### src/rtl/dp_mem_responder_if.sv
// Datapath/RAM signal bundle served by dp_mem_responder.
// The slave modport is the responder's view; master is the datapath-plus-RAM side.
interface dp_mem_responder_if;
    logic        imemREN;
    logic [31:0] imemaddr;
    logic [31:0] imemload;
    logic        ihit;
    logic        dmemREN;
    logic        dmemWEN;
    logic [31:0] dmemaddr;
    logic [31:0] dmemstore;
    logic [31:0] dmemload;
    logic        dhit;
    logic        halt;
    logic        ramREN;
    logic        ramWEN;
    logic [31:0] ramaddr;
    logic [31:0] ramstore;
    logic [31:0] ramload;
    logic        ramready;
    logic        timeout;

    modport slave (
        input  imemREN, imemaddr, dmemREN, dmemWEN, dmemaddr, dmemstore, halt, ramload, ramready,
        output imemload, ihit, dmemload, dhit, ramREN, ramWEN, ramaddr, ramstore, timeout
    );

    modport master (
        output imemREN, imemaddr, dmemREN, dmemWEN, dmemaddr, dmemstore, halt, ramload, ramready,
        input  imemload, ihit, dmemload, dhit, ramREN, ramWEN, ramaddr, ramstore, timeout
    );
endinterface

### src/rtl/dp_mem_responder.sv
// Serves datapath fetch/data requests over one RAM port (data first), with a sticky wait-state timeout.
// Define DP_RESP_IBUF_EN to add a one-entry fetch buffer that answers repeat fetches without the RAM.
module dp_mem_responder #(
    parameter int          MAX_WAIT = 16,
    parameter logic [31:0] ERR_WORD = 32'hBAD1BAD1
) (
    input logic               CLK,
    input logic               RST,
    dp_mem_responder_if.slave bus
);
    localparam int          CW        = $clog2(MAX_WAIT + 1);
    localparam logic [31:0] WORD_MASK = 32'hFFFF_FFFC;

    typedef enum logic [1:0] {IDLE, RAM_WAIT, RESP, HALTED} state_t;
    typedef enum logic [1:0] {REQ_FETCH, REQ_READ, REQ_WRITE} req_kind_t;

    state_t        state, state_nxt;
    req_kind_t     req_kind;
    logic [31:0]   req_addr, req_store;
    logic [CW-1:0] wait_cnt;
    logic          halt_pend;
    logic [31:0]   imem_word, dmem_word;
    logic          timeout_q;
    logic          accept_d, accept_i, ibuf_hit, ram_done, ram_tmo;
    logic          ibuf_match;
    logic [31:0]   ibuf_word;
    logic [31:0]   done_word;

`ifdef DP_RESP_IBUF_EN
    logic        ibuf_valid;
    logic [31:0] ibuf_tag;

    always_ff @(posedge CLK or posedge RST) begin
        if (RST) begin
            ibuf_valid <= 1'b0;
            ibuf_tag   <= '0;
            ibuf_word  <= '0;
        end else if (ram_done && req_kind == REQ_FETCH) begin
            ibuf_valid <= 1'b1;
            ibuf_tag   <= req_addr;
            ibuf_word  <= bus.ramload;
        end else if (accept_d && bus.dmemWEN && ((bus.dmemaddr & WORD_MASK) == ibuf_tag)) begin
            ibuf_valid <= 1'b0;
        end
    end

    assign ibuf_match = ibuf_valid && ((bus.imemaddr & WORD_MASK) == ibuf_tag);
`else
    assign ibuf_match = 1'b0;
    assign ibuf_word  = '0;
`endif

    always_comb begin
        // NOTE: every output of this block gets a default first, so no path can infer a latch.
        state_nxt = state;
        accept_d  = 1'b0;
        accept_i  = 1'b0;
        ibuf_hit  = 1'b0;
        ram_done  = 1'b0;
        ram_tmo   = 1'b0;
        unique case (state)
            IDLE: begin
                if (bus.halt) begin
                    state_nxt = HALTED;
                end else if (bus.dmemREN || bus.dmemWEN) begin
                    accept_d  = 1'b1;
                    state_nxt = RAM_WAIT;
                end else if (bus.imemREN && ibuf_match) begin
                    ibuf_hit  = 1'b1;
                    state_nxt = RESP;
                end else if (bus.imemREN) begin
                    accept_i  = 1'b1;
                    state_nxt = RAM_WAIT;
                end
            end
            RAM_WAIT: begin
                if (bus.ramready) begin
                    ram_done  = 1'b1;
                    state_nxt = RESP;
                end else if (wait_cnt == CW'(MAX_WAIT - 1)) begin
                    ram_tmo   = 1'b1;
                    state_nxt = RESP;
                end
            end
            RESP:    state_nxt = (bus.halt || halt_pend) ? HALTED : IDLE;
            HALTED:  state_nxt = HALTED;
            default: state_nxt = IDLE;
        endcase
    end

    assign done_word = ram_tmo ? ERR_WORD : bus.ramload;

    // NOTE: all state is updated with non-blocking assignments so every register samples pre-edge values.
    always_ff @(posedge CLK or posedge RST) begin
        if (RST) begin
            state     <= IDLE;
            req_kind  <= REQ_FETCH;
            req_addr  <= '0;
            req_store <= '0;
            wait_cnt  <= '0;
            halt_pend <= 1'b0;
            imem_word <= '0;
            dmem_word <= '0;
            timeout_q <= 1'b0;
        end else begin
            state <= state_nxt;

            if (accept_d) begin
                req_kind  <= bus.dmemWEN ? REQ_WRITE : REQ_READ;
                req_addr  <= bus.dmemaddr & WORD_MASK;
                req_store <= bus.dmemstore;
            end else if (accept_i || ibuf_hit) begin
                req_kind <= REQ_FETCH;
                req_addr <= bus.imemaddr & WORD_MASK;
            end

            if (accept_d || accept_i) begin
                wait_cnt <= '0;
            end else if (state == RAM_WAIT && wait_cnt != CW'(MAX_WAIT)) begin
                wait_cnt <= wait_cnt + 1'b1;
            end

            // A halt seen mid-access is remembered so the access can finish before halting.
            if (state == IDLE) begin
                halt_pend <= 1'b0;
            end else if (bus.halt) begin
                halt_pend <= 1'b1;
            end

            if (ram_done || ram_tmo) begin
                if (req_kind == REQ_FETCH) begin
                    imem_word <= done_word;
                end else if (req_kind == REQ_READ) begin
                    dmem_word <= done_word;
                end
            end else if (ibuf_hit) begin
                imem_word <= ibuf_word;
            end

            if (ram_tmo) begin
                timeout_q <= 1'b1;
            end
        end
    end

    assign bus.ramREN   = (state == RAM_WAIT) && (req_kind != REQ_WRITE);
    assign bus.ramWEN   = (state == RAM_WAIT) && (req_kind == REQ_WRITE);
    assign bus.ramaddr  = (state == RAM_WAIT) ? req_addr : '0;
    assign bus.ramstore = bus.ramWEN ? req_store : '0;
    assign bus.ihit     = (state == RESP) && (req_kind == REQ_FETCH);
    assign bus.dhit     = (state == RESP) && (req_kind != REQ_FETCH);
    assign bus.imemload = imem_word;
    assign bus.dmemload = dmem_word;
    assign bus.timeout  = timeout_q;
endmodule
### src/flat_wrapper.sv
// flat-port wrapper written by rule: the top's interface ports become plain ports
module dp_mem_responder_flat 
#(
    parameter int          MAX_WAIT = 16,
    parameter logic [31:0] ERR_WORD = 32'hBAD1BAD1
)
  (CLK, RST, bus_imemREN, bus_imemaddr, bus_dmemREN, bus_dmemWEN, bus_dmemaddr, bus_dmemstore, bus_halt, bus_ramload, bus_ramready, bus_imemload, bus_ihit, bus_dmemload, bus_dhit, bus_ramREN, bus_ramWEN, bus_ramaddr, bus_ramstore, bus_timeout);
  dp_mem_responder_if bus_i ();
  input logic CLK;
  input logic RST;
  input wire logic [$bits(bus_i.imemREN)-1:0] bus_imemREN;
  input wire logic [$bits(bus_i.imemaddr)-1:0] bus_imemaddr;
  input wire logic [$bits(bus_i.dmemREN)-1:0] bus_dmemREN;
  input wire logic [$bits(bus_i.dmemWEN)-1:0] bus_dmemWEN;
  input wire logic [$bits(bus_i.dmemaddr)-1:0] bus_dmemaddr;
  input wire logic [$bits(bus_i.dmemstore)-1:0] bus_dmemstore;
  input wire logic [$bits(bus_i.halt)-1:0] bus_halt;
  input wire logic [$bits(bus_i.ramload)-1:0] bus_ramload;
  input wire logic [$bits(bus_i.ramready)-1:0] bus_ramready;
  output wire logic [$bits(bus_i.imemload)-1:0] bus_imemload;
  output wire logic [$bits(bus_i.ihit)-1:0] bus_ihit;
  output wire logic [$bits(bus_i.dmemload)-1:0] bus_dmemload;
  output wire logic [$bits(bus_i.dhit)-1:0] bus_dhit;
  output wire logic [$bits(bus_i.ramREN)-1:0] bus_ramREN;
  output wire logic [$bits(bus_i.ramWEN)-1:0] bus_ramWEN;
  output wire logic [$bits(bus_i.ramaddr)-1:0] bus_ramaddr;
  output wire logic [$bits(bus_i.ramstore)-1:0] bus_ramstore;
  output wire logic [$bits(bus_i.timeout)-1:0] bus_timeout;
  assign bus_i.imemREN = bus_imemREN;
  assign bus_i.imemaddr = bus_imemaddr;
  assign bus_i.dmemREN = bus_dmemREN;
  assign bus_i.dmemWEN = bus_dmemWEN;
  assign bus_i.dmemaddr = bus_dmemaddr;
  assign bus_i.dmemstore = bus_dmemstore;
  assign bus_i.halt = bus_halt;
  assign bus_i.ramload = bus_ramload;
  assign bus_i.ramready = bus_ramready;
  assign bus_imemload = bus_i.imemload;
  assign bus_ihit = bus_i.ihit;
  assign bus_dmemload = bus_i.dmemload;
  assign bus_dhit = bus_i.dhit;
  assign bus_ramREN = bus_i.ramREN;
  assign bus_ramWEN = bus_i.ramWEN;
  assign bus_ramaddr = bus_i.ramaddr;
  assign bus_ramstore = bus_i.ramstore;
  assign bus_timeout = bus_i.timeout;
  dp_mem_responder #(.MAX_WAIT(MAX_WAIT), .ERR_WORD(ERR_WORD)) u_core (.CLK(CLK), .RST(RST), .bus(bus_i));
endmodule
### config.mk
export PLATFORM = sky130hd
export DESIGN_NAME = dp_mem_responder_flat
export DESIGN_NICKNAME = d
export VERILOG_FILES = /design/src/rtl/dp_mem_responder_if.sv /design/src/rtl/dp_mem_responder.sv /design/src/flat_wrapper.sv
export SDC_FILE = /design/constraint.sdc
export NUM_CORES = 1
export LEC_CHECK = 0
export CORE_ASPECT_RATIO = 1.1
export CORE_MARGIN = 2
export CORE_UTILIZATION = 46
export DETAILED_ROUTE_END_ITERATION = 10
export GPL_ROUTABILITY_DRIVEN = 0
export PLACE_DENSITY = 0.95
export SLEW_MARGIN = 0
export SYNTH_ARGS = -nofsm -noshare
export SYNTH_HDL_FRONTEND = slang
export SYNTH_SLANG_ARGS = --single-unit
### constraint.sdc
create_clock -name CLK -period 10.2 [get_ports CLK]
set_input_delay 2.04 -clock CLK [delete_from_list [all_inputs] [get_ports CLK]]
set_output_delay 2.04 -clock CLK [all_outputs]
set_load 0.01 [all_outputs]
# == Word level (Yosys, flattened, before mapping) ==
# Index checks and enable logic that the tools add are counted.
# totals
wordCells,72
out_inout_bits,133
input_bits,135
regBits,139
# classes
mux,33
bitwise_logic,1
add_sub_neg,1
eq_ne,10
reduce_logical,18
# op_table
op,n
2-to-1 mux 32 bit,7
2-to-1 mux 2 bit,9
2-to-1 mux 1 bit,14
2-to-1 mux 5 bit,2
one-hot mux 2 bit (4 select lines),1
nonzero test 2 bit,4
"equality test 2 bit, second input constant",3
"adder 5 x 1 -> 5 bit, second input constant",1
"equality test 5 x 4 -> 1 bit, second input constant",1
logical AND 1 bit,5
"!= test 5 bit, second input constant",1
"equality test 2 x 1 -> 1 bit, second input constant",2
zero test 2 bit,2
logical OR 1 bit,4
"!= test 4 x 3 -> 1 bit, second input constant",1
AND reduction 2 bit,2
"!= test 3 x 2 -> 1 bit, second input constant",1
AND reduction 3 bit,1
"!= test 2 bit, second input constant",1
NOT 1 bit,1

# == Logic depth before layout (Yosys ltp) ==
# Gate-level depths: netlist of run 1.
# logic_depth
word_depth,7
mapped_depth,7
mapped_depth_nobuf,6

# == Worst setup path before layout of run 1 ==
# Ideal clock, no wire load.
# synth_timing
path_kind,flip-flop to output port
start,register u_core.state[1]
end,output bus_ramstore[10]
path_slack_ns,6.728
required_ns,8.160
n_path_buf,2
arrival_ns,1.432
stages_incl_launch_ff,6
path_cell_list,dfrtp_1 buf_4 nor2b_1 and3_1 clkbuf_1 and2_1
# synth_via
elab_chain_cells,3
# synth_rtl
element,line,text
from (decl),dp_mem_responder.sv:17,"state_t state, state_nxt;"
from (signal assigned),dp_mem_responder.sv:106,state <= state_nxt;
equality test 2 x 1 -> 1 bit,dp_mem_responder.sv:147,assign bus.ramWEN = (state == RAM_WAIT) && (req_kind == REQ_WRITE);
logical AND 1 bit,dp_mem_responder.sv:147,
2-to-1 mux 32 bit,dp_mem_responder.sv:149,assign bus.ramstore = bus.ramWEN ? req_store : '0;
to (decl),flat_wrapper.sv:27,output wire logic [$bits(bus_i.ramstore)-1:0] bus_ramstore;
# No other way between the ends.

# == Worst setup path after layout of run 1 ==
# layout_timing
start,register u_core.state[0]
end,output bus_ramstore[30]
# The elaborated chain is that of the path after synthesis.

==> run summary, run 1 <==
first-pass GRT wire length = 26.1 mm
share of layout cells above drive strength 1 = 17.2%
Crit Path Category = reg2out
Via density = 5.10
CTS tree = yes
clk_skew = 7.18 ps
Min Clock Period, post-route = 5710 ps
Layout Nets = 923
Mapped Area = 6360 um^2
Sw Share = 23.5%
Worst R2R Path Depth = 4
synth warn = 0
CP startpoint kind = register
Clk pwr share = 42.8%
top area cells in the synthesized netlist = dfrtp_1, mux2_2, and2_1, mux2_1, o31ai_1
Vias = 5,032
max cap viols = 0
Site Rows = 45
initial antenna violation count = 0
flops & latches, synth = 137
Core ar. = 13,700 um^2
Power Internal = 1.16 mW
Post-CTS Resized = 0
post-route worst setup slack = 4490 ps
Max Slew Vio Count = 0
Crit. End Element = output port
total net switching power = 0.355 mW
Die Width = 116 um
Sum Neg Setup Slack = 0 ps
synthesized area per cell = 11.8 um^2
sequential-to-total area share from yosys stat = 53.9%
1st-pass router iterations = 5
Cells after DPL = 954
WP data arrival = 3670 ps
Cell Count, Final, Fillers Out = 986
largest net degree at the start of global routing = 82
Gate power share = 15.2%
FMAX = 175 MHz
Max transition margin = 16.6%
Cells after Synth = 540
number of global-route vias before repair = 5,087
Num CTS Buffers = 17
Fin. Hold Viols = 0
pwr dens = 157 nW/um^2
Ports = 268
Final HPWL DP = 11.6 mm
hold_buf cts = 0
worst min path class = reg2reg
Global Route Usage Sum = 22.9%
CTS root buffer = clkbuf_16
Crit path required time = 8160 ps
Setup Buffers After CTS = 0
Reg area = 3430 um^2
CTS Sinks = 137
leakage power = 4.15 nW
Peak supply drop = 0.0864 mV
post-synth top area share = 53.9%
full die area = 14,800 um^2
status = complete, no violations
critical-path maximum fanout = 35
area delta synth->final = 52.0%
DRC viols = 0
clk_lat worst skew = 410 ps
Clock transition at path regs = 60 ps
H-tree depth reported by CTS = 4
sequential power share = 42.0%
starting density of the core = 46.5%
Worst-Margin Slew = 1250 ps
CTS Buffer Depth = 2
most common cell after layout, fill and taps aside = clkdlybuf4s50_1
Die H = 127 um
RSZ-0062 raised after global routing = false
most frequent cells in the layout = clkdlybuf4s50_1, dfrtp_1, mux2_2
post-place setup slack = 4870 ps
port buffer count = 261
Avg WL per Cell = 16.9 um
ANT nets after route = 0
final worst path period share = 56.0%
area leader, netlist = dfrtp_1
final setup violation count = 0
hold path cells = 1
antenna cells = 0
Post-Route WL = 16.7 mm
Fillers = 967
DRT iter0 DRCs = 370
grt total ovfl = 0
Netlist cell types = 38
multi-input logic area = 2700 um^2
[stage by stage]
| step | cell area, um^2 | power, mW | hold WS, ps | util (%) |
|---|---|---|---|---|
| 3_5_place_dp | 9040 | 0.876 | 456 | 66.0 |
| 2_1_floorplan | 6360 | 0.736 | 456 | - |
| 5_1_grt | 9660 | 1.58 | 497 | 70.6 |
| 3_3_place_gp | 9040 | 0.865 | 456 | 66.0 |
| 6_report | 9660 | 1.51 | 472 | 70.6 |
| 4_1_cts | 9660 | 1.53 | 476 | 70.6 |
[cells by family after synthesis]
logic type	after synthesis	share of synthesized area (%)
other	1	0.0590
adder cells (fa/ha/maj)	3	0.590
multiplexers	99	17.5
flip-flops	137	53.9
buffers and inverters	47	3.90
AND/OR/NAND/NOR	150	14.2
AO/OA/AOI/OAI	103	9.78
[synth_stat cells]
| master | count |
|---|---|
| or3_1 | 3 |
| mux2i_1 | 1 |
| nor4_4 | 2 |
| nand2b_4 | 1 |
| nor2_1 | 34 |
| nand2_1 | 1 |
| mux2_1 | 29 |
| conb_1 | 1 |
| and2_1 | 63 |
| nor3_1 | 2 |
| and3_1 | 2 |
| dfrtp_1 | 137 |
| buf_2 | 6 |
| inv_1 | 5 |
| o31ai_1 | 30 |
| a21oi_1 | 32 |
| o2bb2ai_1 | 1 |
| or2_2 | 20 |
| a21boi_0 | 1 |
| a22oi_1 | 1 |
| o22a_1 | 1 |
| buf_4 | 3 |
| nor2b_1 | 15 |
| and4bb_2 | 1 |
| ha_1 | 3 |
| mux2_2 | 69 |
| nand2_2 | 1 |
| buf_6 | 7 |
| nand2b_1 | 1 |
| o21ai_0 | 32 |
| o32a_1 | 1 |
| clkbuf_1 | 25 |
| a22o_1 | 3 |
| nor3_4 | 1 |
| nand4bb_1 | 1 |
| a211oi_1 | 1 |
| nand3_1 | 2 |
| inv_2 | 1 |
[layout make-up]
cell class,instances,share of cell area (%)
sequential,137,35.5
clock inverter,15,2.07
multi-input combinational,357,27.9
clock buffer,17,4.40
tap,188,2.43
inverter,6,0.285
timing repair buffer,266,27.4
[power groups by stage]
stage	Clock, mW	Combinational (mW)	Sequential (mW)
floorplan	0	0.0815	0.655
global placement	0	0.223	0.641
detailed placement	0	0.231	0.646
CTS	0.657	0.233	0.637
global route	0.685	0.251	0.643
finish	0.647	0.230	0.637
[final timing paths]
kind	from	slack, ps	end
min	u_core.bus.timeout$_DFFE_PP0P_	470	u_core.bus.timeout$_DFFE_PP0P_
max reg2reg	u_core.state[0]$_DFFE_PP0P_	7340	u_core.req_addr[24]$_DFFE_PP0N_
min reg2reg	u_core.bus.timeout$_DFFE_PP0P_	470	u_core.bus.timeout$_DFFE_PP0P_
max	u_core.state[0]$_DFFE_PP0P_	4490	bus_ramstore[30]
min in group asynchronous	RST	2050	u_core.bus.dmemload[10]$_DFFE_PP0P_
max in group asynchronous	RST	6700	u_core.bus.imemload[9]$_DFFE_PP0P_
[routing by layer]
layer  GRT usage (%)  routed length (um)  up-vias
li1                -                   -     2366
met1            26.9                6400     2434
met2            38.9                8620      210
met3            7.40                1310       22
met4            8.89                 333        0
met5               0                   0        -
[worst max-delay path, stage by stage (launching register included)]
cell and delay [ps]:
dfrtp_1 540, nor2b_2 1020, and3_1 890, and2_1 240, clkdlybuf4s50_1 550
[registers in the layout, indices dropped and copies added, names as in the netlist]
name,flops
u_core.halt_pend,1
u_core.bus.dmemload,32
u_core.req_addr,30
u_core.state,2
u_core.bus.timeout,1
u_core.bus.imemload,32
u_core.req_kind,2
u_core.req_store,32
u_core.wait_cnt,5
Note: power is estimated with default switching activity, not from simulation.
==> run 2, diff against run 1 <==
--- a/config.mk
+++ b/config.mk
@@ -7,10 +7,10 @@
 export LEC_CHECK = 0
 export CORE_ASPECT_RATIO = 1.1
 export CORE_MARGIN = 2
-export CORE_UTILIZATION = 46
+export CORE_UTILIZATION = 43
 export DETAILED_ROUTE_END_ITERATION = 10
 export GPL_ROUTABILITY_DRIVEN = 0
-export PLACE_DENSITY = 0.95
+export PLACE_DENSITY = 0.93
 export SLEW_MARGIN = 0
 export SYNTH_ARGS = -nofsm -noshare
 export SYNTH_HDL_FRONTEND = slang
==> constraint.sdc (replaced) <==
create_clock -name CLK -period 5.91 [get_ports CLK]
set_input_delay 1.182 -clock CLK [delete_from_list [all_inputs] [get_ports CLK]]
set_output_delay 1.182 -clock CLK [all_outputs]
set_load 0.01 [all_outputs]
==> run 2 against run 1 <==
  * Via count increased by 0.16%
  * Worst hold slack improved by 5.7 ps
  * Core utilization fell by 3.9 points
  * Combinational power increased by 72%
  * Global-route usage fell by 1.3 points
  * Sequential power is 73% higher
  * Power up 68%
  * Clock-buffer cell count grew 2
  * Non-clock buffer count increased by 1
  * Sequential share of layout area grew 0.069 points
  * Clock skew grew 1.3 ps
  * Largest cell class unchanged
==> run summary, run 2 (synthesis results as in run 1) <==
Power Internal = 1.96 mW (+70%)
H-tree depth reported by CTS = 4 (unchanged)
starting density of the core = 44.0% (-2.5 points)
initial antenna violation count = 1 (+1)
GR Layer Usage met1 = 23.9% (-3.0 points)
Max Slew Vio Count = 0 (unchanged)
global route hottest layer = met2
RR Endpoint = u_core.req_addr[13]$_DFFE_PP0N_
Die Width = 120 um (+3.3%)
Slowest cell on crit path = and3_1
Post-Route WL = 16.7 mm (+0.15%)
met3 usage = 6.86% (-0.54 points)
largest net degree at the start of global routing = 102 (+24%)
Worst setup startpoint = u_core.state[0]$_DFFE_PP0P_
CP startpoint kind = register
hold path cells = 1 (unchanged)
Clk pwr share = 41.4% (-1.4 points)
ANT nets after route = 0 (unchanged)
RSZ-0062 raised after global routing = false
1st-pass router iterations = 5 (unchanged)
worst hold endpoint = u_core.req_store[1]$_DFFE_PP0P_
Setup Buffers After CTS = 0 (unchanged)
Crit Path Category = reg2out
worst flop-to-flop path startpoint = u_core.state[0]$_DFFE_PP0P_
sequential power share = 43.1% (+1.1 points)
pwr dens = 264 nW/um^2 (+69%)
Cell Count, Final, Fillers Out = 990 (+0.41%)
max cap viols = 0 (unchanged)
post-place setup slack = 2000 ps (-2870 ps)
met2 Track Usage GR = 37.7% (-1.3 points)
Num CTS Buffers = 17 (unchanged)
CTS root buffer = clkbuf_16
DRC viols = 0 (unchanged)
CP Buf/Inv Count = 2 (+1)
antenna cells = 0 (unchanged)
Gate power share = 15.5% (+0.3 points)
WP depth = 5 (+1)
CTS Sinks = 137 (unchanged)
Global Route Usage Sum = 21.6% (-1.3 points)
Via density = 5.09 (-0.25%)
Sum Neg Setup Slack = 0 ps (unchanged)
Site Rows = 46 (+2.2%)
full die area = 15,800 um^2 (+6.7%)
final core occ = 66.8% (-3.9 points)
leakage power = 4.15 nW (about the same)
area delta synth->final = 51.7%
first-pass GRT wire length = 26.8 mm (+2.6%)
share of layout cells above drive strength 1 = 17.0% (-0.13 points)
Post-CTS Resized = 0 (unchanged)
DRT iter0 DRCs = 265 (-28%)
Final HPWL DP = 11.8 mm (+1.7%)
Crit path required time = 4730 ps (-3430 ps)
Vias = 5,040 (+0.16%)
Fillers = 1,071 (+11%)
HP Start = u_core.req_store[1]$_DFFE_PP0P_
WP data arrival = 3120 ps (-550 ps)
final worst path period share = 72.9%
total net switching power = 0.586 mW (+65%)
Crit. End Element = output port
post-route worst setup slack = 1600 ps (-2890 ps)
clk_skew = 8.46 ps (+1.28 ps)
most frequent cells in the layout = clkdlybuf4s50_1, dfrtp_1, mux2_2
CTS Buffer Depth = 2 (unchanged)
grt total ovfl = 0 (unchanged)
delay of the slowest critical-path stage = 840 ps (-180 ps)
clk_lat worst skew = 400 ps (about the same)
Cells after DPL = 959 (+0.52%)
Core ar. = 14,400 um^2 (+5.6%)
CTS tree = yes
worst min path class = reg2reg
Ports = 268 (unchanged)
CP Cell Sequence = nor2b_2, buf_4, and3_1, and2_1, clkdlybuf4s50_1
Fin. Hold Viols = 0 (unchanged)
Sw Share = 23.0% (-0.50 points)
status = complete, no violations
Clock transition at path regs = 60 ps (about the same)
Peak supply drop = 0.191 mV (+120%)
port buffer count = 261 (unchanged)
multi-input logic area = 2700 um^2 (unchanged)
final setup violation count = 0 (unchanged)
Reg area = 3430 um^2 (unchanged)
Min Clock Period, post-route = 4310 ps
delay-heaviest family, CP = simple AND/OR/NAND/NOR gates
FMAX = 232 MHz
FF-to-FF setup slack = 3430 ps (-3910 ps)
Layout Nets = 924 (+0.11%)
Worst-Margin Slew = 1240 ps (-13.5 ps)
Avg WL per Cell = 16.9 um (-0.25%)
number of global-route vias before repair = 5,251 (+3.2%)
hold_buf cts = 0 (unchanged)
critical-path maximum fanout = 35 (unchanged)
Worst R2R Path Depth = 4 (unchanged)
most common cell after layout, fill and taps aside = clkdlybuf4s50_1
Max transition margin = 17.5% (+0.90 points)
Die H = 132 um (+3.3%)
[run 2: changes by cell type in the layout (fill, tap and decap cells not counted)]
cell	before	now
clkinvlp_4	4	2
buf_4	5	6
clkinv_4	2	3
clkbuf_1	0	1
inv_6	3	1
clkinv_2	3	4
clkbuf_8	0	1
bufinv_16	4	3
[run 2: layout make-up]
| cell class | instances | area share (%) |
|---|---|---|
| Clock inverter | 12 | 1.57 |
| Clock buffer | 19 | 4.59 |
| Sequential cell | 137 | 35.6 |
| Timing Repair Buffer | 267 | 27.6 |
| Inverter | 6 | 0.285 |
| Multi-Input combinational cell | 357 | 27.9 |
| Tap cell | 192 | 2.49 |
[run 2: power by group through the flow]
stage / sequential (mW) / combinational [mW] / clock, mW
after floorplan: 1.13 / 0.141 / 0
after global placement: 1.11 / 0.386 / 0
after detailed placement: 1.12 / 0.399 / 0
after CTS: 1.10 / 0.401 / 1.08
after global routing: 1.11 / 0.430 / 1.13
final: 1.10 / 0.396 / 1.06
[run 2: worst max-delay path by stage]
stage	end	slack (ps)
finish	bus_ramstore[1]	1600
global route	bus_ramstore[1]	1360
CTS	bus_ramstore[1]	1560
detailed placement	bus_ramstore[1]	2000
global placement	bus_ramstore[1]	2030
floorplan	u_core.bus.dmemload[0]$_DFFE_PP0P_	1060
[run 2: routing by layer]
layer	share of wire, %	up-vias	wire (um)
li1	-	2363	-
met1	38	2426	6380
met2	51	215	8540
met3	7.6	34	1280
met4	2.9	2	481
met5	0.066	-	11
[run 2: through the flow]
stage / hold WS, ps / cell area, um^2 / power (mW)
after floorplan: 456 / 6360 / 1.27
after global placement: 459 / 9050 / 1.49
after detailed placement: 457 / 9050 / 1.51
after CTS: 475 / 9640 / 2.58
after global routing: 489 / 9640 / 2.68
final: 478 / 9640 / 2.55
